## config.mk

```make
export PLATFORM = sky130hd
export DESIGN_NAME = id_ex_stage_reg
export DESIGN_NICKNAME = d
export VERILOG_FILES = /design/src/rtl/id_ex_pkg.sv /design/src/rtl/id_ex_stage_reg_pipe_field_reg.sv /design/src/rtl/id_ex_stage_reg.sv
export SDC_FILE = /design/constraint.sdc
export NUM_CORES = 1
export LEC_CHECK = 0
export CORE_ASPECT_RATIO = 0.75
export CORE_MARGIN = 2
export CORE_UTILIZATION = 41
export CTS_CLUSTER_DIAMETER = 30
export DETAILED_ROUTE_END_ITERATION = 6
export GPL_TIMING_DRIVEN = 1
export PLACE_DENSITY = 0.81
export SKIP_LAST_GASP = 1
export SLEW_MARGIN = 15
export SYNTH_ARGS = -nofsm -noshare
export SYNTH_HDL_FRONTEND = slang
export SYNTH_SLANG_ARGS = --single-unit
```

## constraint.sdc

```tcl
create_clock -name clk -period 1.87 [get_ports clk]
set_input_delay 0.374 -clock clk [delete_from_list [all_inputs] [get_ports clk]]
set_output_delay 0.374 -clock clk [all_outputs]
set_load 0.02 [all_outputs]
```

## src/rtl/id_ex_pkg.sv

```systemverilog
// rtl/id_ex_pkg.sv - shared field widths and control bundle type for the ID/EX register
package id_ex_pkg;

    localparam int SOH_OP_W = 4;
    localparam int ALU_OP_W = 4;
    localparam int SIZE_W   = 2;
    localparam int ID_SR_W  = 3;

    typedef struct packed {
        logic [SOH_OP_W-1:0] soh_op;
        logic [ALU_OP_W-1:0] alu_op;
        logic                rw;
        logic                e;
        logic [SIZE_W-1:0]   size;
        logic                cc_we;
        logic                use_cc;
        logic                j_l;
        logic                call;
        logic                rf_le;
        logic [ID_SR_W-1:0]  id_sr;
        logic                b;
        logic                l;
    } ctrl_t;

    // All-zero control word is the NOP; MuxControl's flush path uses the same constant.
    localparam ctrl_t CTRL_NOP = '0;

endpackage

```

## src/rtl/id_ex_stage_reg_pipe_field_reg.sv

```systemverilog
// rtl/id_ex_stage_reg_pipe_field_reg.sv - one pipeline field: async clear, flush-to-zero, stall hold
module pipe_field_reg #(
    parameter int W = 1
) (
    input  logic         clk,
    input  logic         rst_n,
    input  logic         flush,
    input  logic         stall,
    input  logic [W-1:0] d,
    output logic [W-1:0] q
);

    logic [W-1:0] r_q;

    always_ff @(posedge clk or negedge rst_n) begin
        if (!rst_n) begin
            r_q <= '0;
        end else if (flush) begin
            r_q <= '0;
        end else if (!stall) begin
            r_q <= d;
        end
    end

    assign q = r_q;

endmodule

```

## src/rtl/id_ex_stage_reg.sv

```systemverilog
// rtl/id_ex_stage_reg.sv - ID/EX pipeline register with stall hold, flush bubble and bubble counter
module id_ex_stage_reg
    import id_ex_pkg::*;
#(
    parameter int DATA_W = 32,
    parameter int REG_AW = 4,
    parameter int CNT_W  = 16
) (
    input  logic                clk,
    input  logic                rst_n,
    input  logic                flush,
    input  logic                stall,
    input  logic                id_valid,
    input  logic [SOH_OP_W-1:0] id_soh_op,
    input  logic [ALU_OP_W-1:0] id_alu_op,
    input  logic                id_rw,
    input  logic                id_e,
    input  logic [SIZE_W-1:0]   id_size,
    input  logic                id_cc_we,
    input  logic                id_use_cc,
    input  logic                id_j_l,
    input  logic                id_call,
    input  logic                id_rf_le,
    input  logic [ID_SR_W-1:0]  id_id_sr,
    input  logic                id_b,
    input  logic                id_l,
    input  logic [DATA_W-1:0]   id_pc,
    input  logic [DATA_W-1:0]   id_opa,
    input  logic [DATA_W-1:0]   id_opb,
    input  logic [DATA_W-1:0]   id_imm,
    input  logic [REG_AW-1:0]   id_rd,
    input  logic                cnt_clr,
    output logic [SOH_OP_W-1:0] ex_soh_op,
    output logic [ALU_OP_W-1:0] ex_alu_op,
    output logic                ex_rw,
    output logic                ex_e,
    output logic [SIZE_W-1:0]   ex_size,
    output logic                ex_cc_we,
    output logic                ex_use_cc,
    output logic                ex_j_l,
    output logic                ex_call,
    output logic                ex_rf_le,
    output logic [ID_SR_W-1:0]  ex_id_sr,
    output logic                ex_b,
    output logic                ex_l,
    output logic [DATA_W-1:0]   ex_pc,
    output logic [DATA_W-1:0]   ex_opa,
    output logic [DATA_W-1:0]   ex_opb,
    output logic [DATA_W-1:0]   ex_imm,
    output logic [REG_AW-1:0]   ex_rd,
    output logic                ex_valid,
    output logic [CNT_W-1:0]    bubble_cnt
);

    ctrl_t            w_id_ctrl;
    ctrl_t            w_ex_ctrl;
    logic [CNT_W-1:0] r_bubble_cnt;

    assign w_id_ctrl = '{soh_op: id_soh_op, alu_op: id_alu_op, rw: id_rw, e: id_e,
                         size: id_size, cc_we: id_cc_we, use_cc: id_use_cc, j_l: id_j_l,
                         call: id_call, rf_le: id_rf_le, id_sr: id_id_sr, b: id_b, l: id_l};

    pipe_field_reg #(.W($bits(ctrl_t))) u_ctrl (
        .clk(clk), .rst_n(rst_n), .flush(flush), .stall(stall), .d(w_id_ctrl), .q(w_ex_ctrl));
    pipe_field_reg #(.W(1)) u_valid (
        .clk(clk), .rst_n(rst_n), .flush(flush), .stall(stall), .d(id_valid), .q(ex_valid));
    pipe_field_reg #(.W(DATA_W)) u_pc (
        .clk(clk), .rst_n(rst_n), .flush(flush), .stall(stall), .d(id_pc), .q(ex_pc));
    pipe_field_reg #(.W(DATA_W)) u_opa (
        .clk(clk), .rst_n(rst_n), .flush(flush), .stall(stall), .d(id_opa), .q(ex_opa));
    pipe_field_reg #(.W(DATA_W)) u_opb (
        .clk(clk), .rst_n(rst_n), .flush(flush), .stall(stall), .d(id_opb), .q(ex_opb));
    pipe_field_reg #(.W(DATA_W)) u_imm (
        .clk(clk), .rst_n(rst_n), .flush(flush), .stall(stall), .d(id_imm), .q(ex_imm));
    pipe_field_reg #(.W(REG_AW)) u_rd (
        .clk(clk), .rst_n(rst_n), .flush(flush), .stall(stall), .d(id_rd), .q(ex_rd));

    assign ex_soh_op = w_ex_ctrl.soh_op;
    assign ex_alu_op = w_ex_ctrl.alu_op;
    assign ex_rw     = w_ex_ctrl.rw;
    assign ex_e      = w_ex_ctrl.e;
    assign ex_size   = w_ex_ctrl.size;
    assign ex_cc_we  = w_ex_ctrl.cc_we;
    assign ex_use_cc = w_ex_ctrl.use_cc;
    assign ex_j_l    = w_ex_ctrl.j_l;
    assign ex_call   = w_ex_ctrl.call;
    assign ex_rf_le  = w_ex_ctrl.rf_le;
    assign ex_id_sr  = w_ex_ctrl.id_sr;
    assign ex_b      = w_ex_ctrl.b;
    assign ex_l      = w_ex_ctrl.l;

    // Counts flush bubbles regardless of stall; clear wins over a same-edge flush.
    always_ff @(posedge clk or negedge rst_n) begin
        if (!rst_n) begin
            r_bubble_cnt <= '0;
        end else if (cnt_clr) begin
            r_bubble_cnt <= '0;
        end else if (flush && (r_bubble_cnt != {CNT_W{1'b1}})) begin
            r_bubble_cnt <= r_bubble_cnt + 1'b1;
        end
    end

    assign bubble_cnt = r_bubble_cnt;

endmodule
```

After elaboration in Yosys (flattened, before gate mapping)
Cells that the tools add are included.
W data, S select, Z words.

word-level totals
  output and inout bits = 171
  logic and storage cells = 29
  input bits = 160
  register bits after elaboration = 171

cells by class
  reductions and logical operators = 2
  multiplexer cells = 16
  equal/unequal tests = 2
  add/sub/neg operators = 1

operator list
  kind                     number
  $mux W32                 8
  $mux W22                 2
  $mux W16                 2
  $add A16 B1 Y16 const B  1
  $ne A16 B16 Y1 const B   1
  $mux W4                  2
  $mux W1                  2
  $ne A2 B2 Y1 const B     1
  $reduce_bool A2 Y1       1
  $logic_and A1 B1 Y1      1

Depth between registers and ports, before layout
  word-level depth = 4
  gate-level depth with buffers = 5
  depth with buffers taken out = 5

By module
Synthesis repeated with hierarchy kept, for this count alone.

unflattened totals
  cell total of the unflattened synthesis = 597
  area total of the unflattened synthesis = 7,348.3 sq um

modules (own cells, without submodules)
  module                       cells an instance  instances  sequential area each (sq um)  area an instance (sq um)
  pipe_field_reg at u_imm ...  103                4          800.8                         1,323.8
  id_ex_stage_reg              98                 1          400.4                         942.2
  pipe_field_reg at u_ctrl     71                 1          550.5                         912.1
  pipe_field_reg at u_rd       13                 1          100.1                         160.2
  pipe_field_reg at u_valid    3                  1          25.0                          38.8

Worst setup path before layout
No wires, ideal clock.

  path kind = reg-to-reg
  start = register r_bubble_cnt[0], in the netlist bubble_cnt[0]
  end = register r_bubble_cnt[9], in the netlist bubble_cnt[9]
  data required time = 1,792 ps
  path slack = 69 ps
  clock period less this slack = 1,801 ps
  setup time = 78 ps
  stages on the path, launching flop included = 6
  path buffers = 0
  arrival = 1,723 ps
  path through = dfrtp_1 ha_1 and4_1 and3_1 or4_1 a21oi_1

between the ends
  cells in the longest elaborated chain, start to end = 3
  elaborated cells on any way between the ends = 6
  classes of those cells = add/sub (1); eq/ne (1); mux (2); reduce/logical (2)

ends and longest elaborated chain
  what                                               line                                          RTL
  from (decl)                                        id_ex_stage_reg.sv:57                         logic [CNT_W-1:0] r_bubble_cnt;
  from (signal assigned)                             id_ex_stage_reg.sv:99                         r_bubble_cnt <= r_bubble_cnt + 1'b1;
  $add A16 B1 Y16 or $ne A16 B16 Y1 (tied branches)  id_ex_stage_reg.sv:99, id_ex_stage_reg.sv:98
  $mux W16 or $logic_and A1 B1 Y1 (tied branches)    id_ex_stage_reg.sv:98                         end else if (flush && (r_bubble_cnt != {CNT_W{1'b1}})) begin
  $mux W16 or $reduce_bool A2 Y1 (tied branches)     n/a

Several ways; a longest one is shown, not always the timed one. The select of a mux whose other input is x is not followed.
A chain may end at the register's enable or synchronous reset.

Final worst setup path
  start = register u_imm.r_q[10], in the netlist u_imm.q[10]
  end = output port ex_imm[10]

RTL lines
  what                    line                                  RTL
  from (decl)             id_ex_stage_reg_pipe_field_reg.sv:13  logic [W-1:0] r_q;
  from (signal assigned)  id_ex_stage_reg_pipe_field_reg.sv:17  r_q <= '0;
  from (signal assigned)  id_ex_stage_reg_pipe_field_reg.sv:19  r_q <= '0;
  from (signal assigned)  id_ex_stage_reg_pipe_field_reg.sv:21  r_q <= d;
  to (decl)               id_ex_stage_reg.sv:49                 output logic [DATA_W-1:0] ex_imm,

No word-level cell between the ends.

==> results.sh <==
export IMPL_status="finished clean"
export IMPL_drive_gt1_share_pct=6.878
export IMPL_critPathSlowestCell="clkdlybuf4s50_1"
export IMPL_cts_setup_buffers=0
export IMPL_drc=0
export IMPL_fin_crit_ns=1.805
export IMPL_grt_usage_pct=21.48
export IMPL_cts_buffers=17
export IMPL_finalSetupViolCount=0
export IMPL_routed_wl_um=19620
export IMPL_grt_pass1_vias=5702
export IMPL_clock_skew_ns=0.008784
export IMPL_htreeDepth=4
export IMPL_nets=1094
export IMPL_antenna_cells=0
export IMPL_crit_path_start_kind="flop"
export IMPL_totalNegativeSetupSlack_ns=0
export IMPL_port_buffers=330
export IMPL_max_slew_margin_pct=62.63
export IMPL_vias=5695
export IMPL_viasPerCell=4.909
export IMPL_yosys_area_share_simple_pct=12.42
export IMPL_yosys_warnings=0
export IMPL_p_per_area_mw_per_mm2=809.6
export IMPL_grt_max_degree=53
export IMPL_synth_compound_area_share_pct=2.241
export IMPL_worstPathRequired_ns=1.50
export IMPL_rsz0062_at_grt="false"
export IMPL_placed_area_mm2=0.01080
export IMPL_fp_dieArea_mm2=0.01837
export IMPL_worst_skew_pair_late_latency_ns=0.42
export IMPL_synth_seq_cells=171
export IMPL_synth_area_leaders="dfrtp_1, mux2i_1, nor2_1"
export IMPL_cp_max_fo=2
export IMPL_crit_path_end_kind="output port"
export IMPL_critical_path_top_delay_family="buffers and inverters"
export IMPL_start_util_pct=42.00
export IMPL_drt_iter0_drc=372
export IMPL_num_rows=41
export IMPL_root_buffer="clkbuf_16"
export IMPL_seq_area_frac_synth_pct=60.36
export IMPL_firstDrtPassIters=4
export IMPL_gp_congestion=0.8949
export IMPL_ios=331
export IMPL_die_h_um=117.9
export IMPL_leakage_nw=5.479
export IMPL_avgSynthCellArea_um2=11.95
export IMPL_clk_pin_slew_ns=0.07
export IMPL_dp_hpwl_um=14210
export IMPL_syn_inst=593
export IMPL_final_cell_mix="clkdlybuf4s50_1, dfrtp_1, nor2_1"
export IMPL_antenna_found_initial=0
export IMPL_yosysTopAreaCell="dfrtp_1"
export IMPL_syn_area_mm2=0.007089
export IMPL_finalHoldViolCount=0
export IMPL_filler_cell_count=1271
export IMPL_muxShareOfSynthArea_pct=22.34
export IMPL_worst_pin_slew_ns=0.5605
export IMPL_grt_first_pass_wirelength_um=31140
export IMPL_syn2layout_area_growth_pct=60.87
export IMPL_fin_crit_sh_pct=96.53
export IMPL_die_w_um=155.8
export IMPL_pre_cts_ws_ns=0.1297
export IMPL_synth_top_area_share_pct=60.36
export IMPL_yosysUniqueCellTypes=37
export IMPL_worst_slack_ns=0.06491
export IMPL_slew_violations=0
export IMPL_max_freq_mhz=554.0
export IMPL_ant_nets=0
export IMPL_design_core_area_mm2=0.01688
export IMPL_worst_hold_slack_ns=0.2229
export IMPL_slowest_delay_ns=0.66
export IMPL_cp_arrival_ns=1.43
export IMPL_clock_sinks=171
export IMPL_drv_cap=0
export IMPL_synth_top_family_by_area="multiplexers"
export IMPL_final_common_cell="clkdlybuf4s50_1"
export IMPL_stdcell_area_mm2=0.01140
export IMPL_cts_tree="yes"
export IMPL_cts_buffer_depth=2
export IMPL_ir_worst_vdd_uv=516.5
export IMPL_hp_class="in2reg"
export IMPL_grt_overflow_total=0
export IMPL_synth_xor_area_share_pct=0
export IMPL_syn_nets=754
export IMPL_path_buf_inv=1
export IMPL_crit_chain="clkdlybuf4s50_1"
export IMPL_worstSetupPathType="reg2out"
export IMPL_avgRoutedWirePerCell_um=16.91
export IMPL_synth_fa_ha_area_share_pct=0.1765
## timing repair
item,4_1_cts,5_1_grt
cloned,0,0
hold buffers,1,0
endpoints found under the setup margin,14,4
hold endpoints to repair,38,0
gates resized for setup,14,4
## worst paths after layout
path / slack (ns) / endpoint / depth (start not counted) / from
worst max-delay path: 0.06 / ex_imm[10] / 1 / u_imm.q[10]
worst min-delay path: 0.22 / u_imm.q[29] / 2 / flush
worst max register to register: 0.16 / bubble_cnt[9] / 5 / bubble_cnt[1]
worst min register to register: 0.52 / u_imm.q[18] / 2 / u_imm.q[18]
max in group asynchronous: 0.80 / u_opa.q[14] / 3 / rst_n
min in group asynchronous: 0.45 / bubble_cnt[8] / 2 / rst_n
## metrics by stage
step | power [W] | cells | util (%)
global placement | 0.005666 | 1128 | 63.99
global route | 0.009655 | 1160 | 67.57
detailed placement | 0.005689 | 1128 | 63.99
floorplan | 0.004720 | 593 | -
finish | 0.009234 | 1160 | 67.57
CTS | 0.009347 | 1160 | 67.52
## per-layer routing
layer / wire length [um] / global-route usage (%)
met5: 0 / 0
met4: 327 / 6.422
met3: 1601 / 7.180
met2: 9401 / 34.79
met1: 8289 / 27.38
## flip-flops by register name, summed over array words and instances, names as in the netlist
register	flops
u_valid.q	1
u_imm.q	32
u_rd.q	4
bubble_cnt	16
u_ctrl.q	22
u_opa.q	32
u_opb.q	32
u_pc.q	32
## where the power goes
group	switching (W)	internal, W
clock	0.00148	0.00215
combinational	0.000751	0.000864
sequential	0.0000998	0.00389
total	0.00233	0.00690
## cell type report
class                   instances  area, um^2  area share (%)
flip-flops and latches        171        4279           37.52
clock inverters                12       160.2           1.404
multi-input cells             383        2638           23.13
repair buffers                358        3608           31.64
well taps                     215       269.0           2.359
inverters                       2       7.507         0.06583
clock buffers                  19       442.9           3.884
## cell families (layout without fill, tap and decap cells)
logic type,count (synthesis),count (layout)
AO/OA/AOI/OAI,24,24
multiplexers,158,158
buffers and inverters,39,391
flip-flops,171,171
AND/OR/NAND/NOR,200,200
adder cells (fa/ha/maj),1,1
## cells in the mapped netlist
cell and number:
a211oi_1 1, a21oi_1 7, a311oi_1 1, a31oi_1 3, a41oi_1 1, and2_1 1, and3_1 3, and4_1 3
buf_1 4, buf_2 16, buf_6 1, clkbuf_1 16, dfrtp_1 171, ha_1 1, inv_1 2, mux2_1 2
mux2i_1 156, nand2_1 7, nand2b_1 1, nand3_1 3, nand3_2 1, nand4_1 4, nand4_2 1, nand4_4 1
nor2_1 160, nor2b_1 3, nor3_1 2, nor4_4 1, o211a_1 2, o21ai_0 2, o21ai_1 2, o311ai_1 1
o31ai_1 3, o41ai_1 1, or3_1 6, or4_1 2, or4b_1 1
Power figures use the tool's default switching activity.
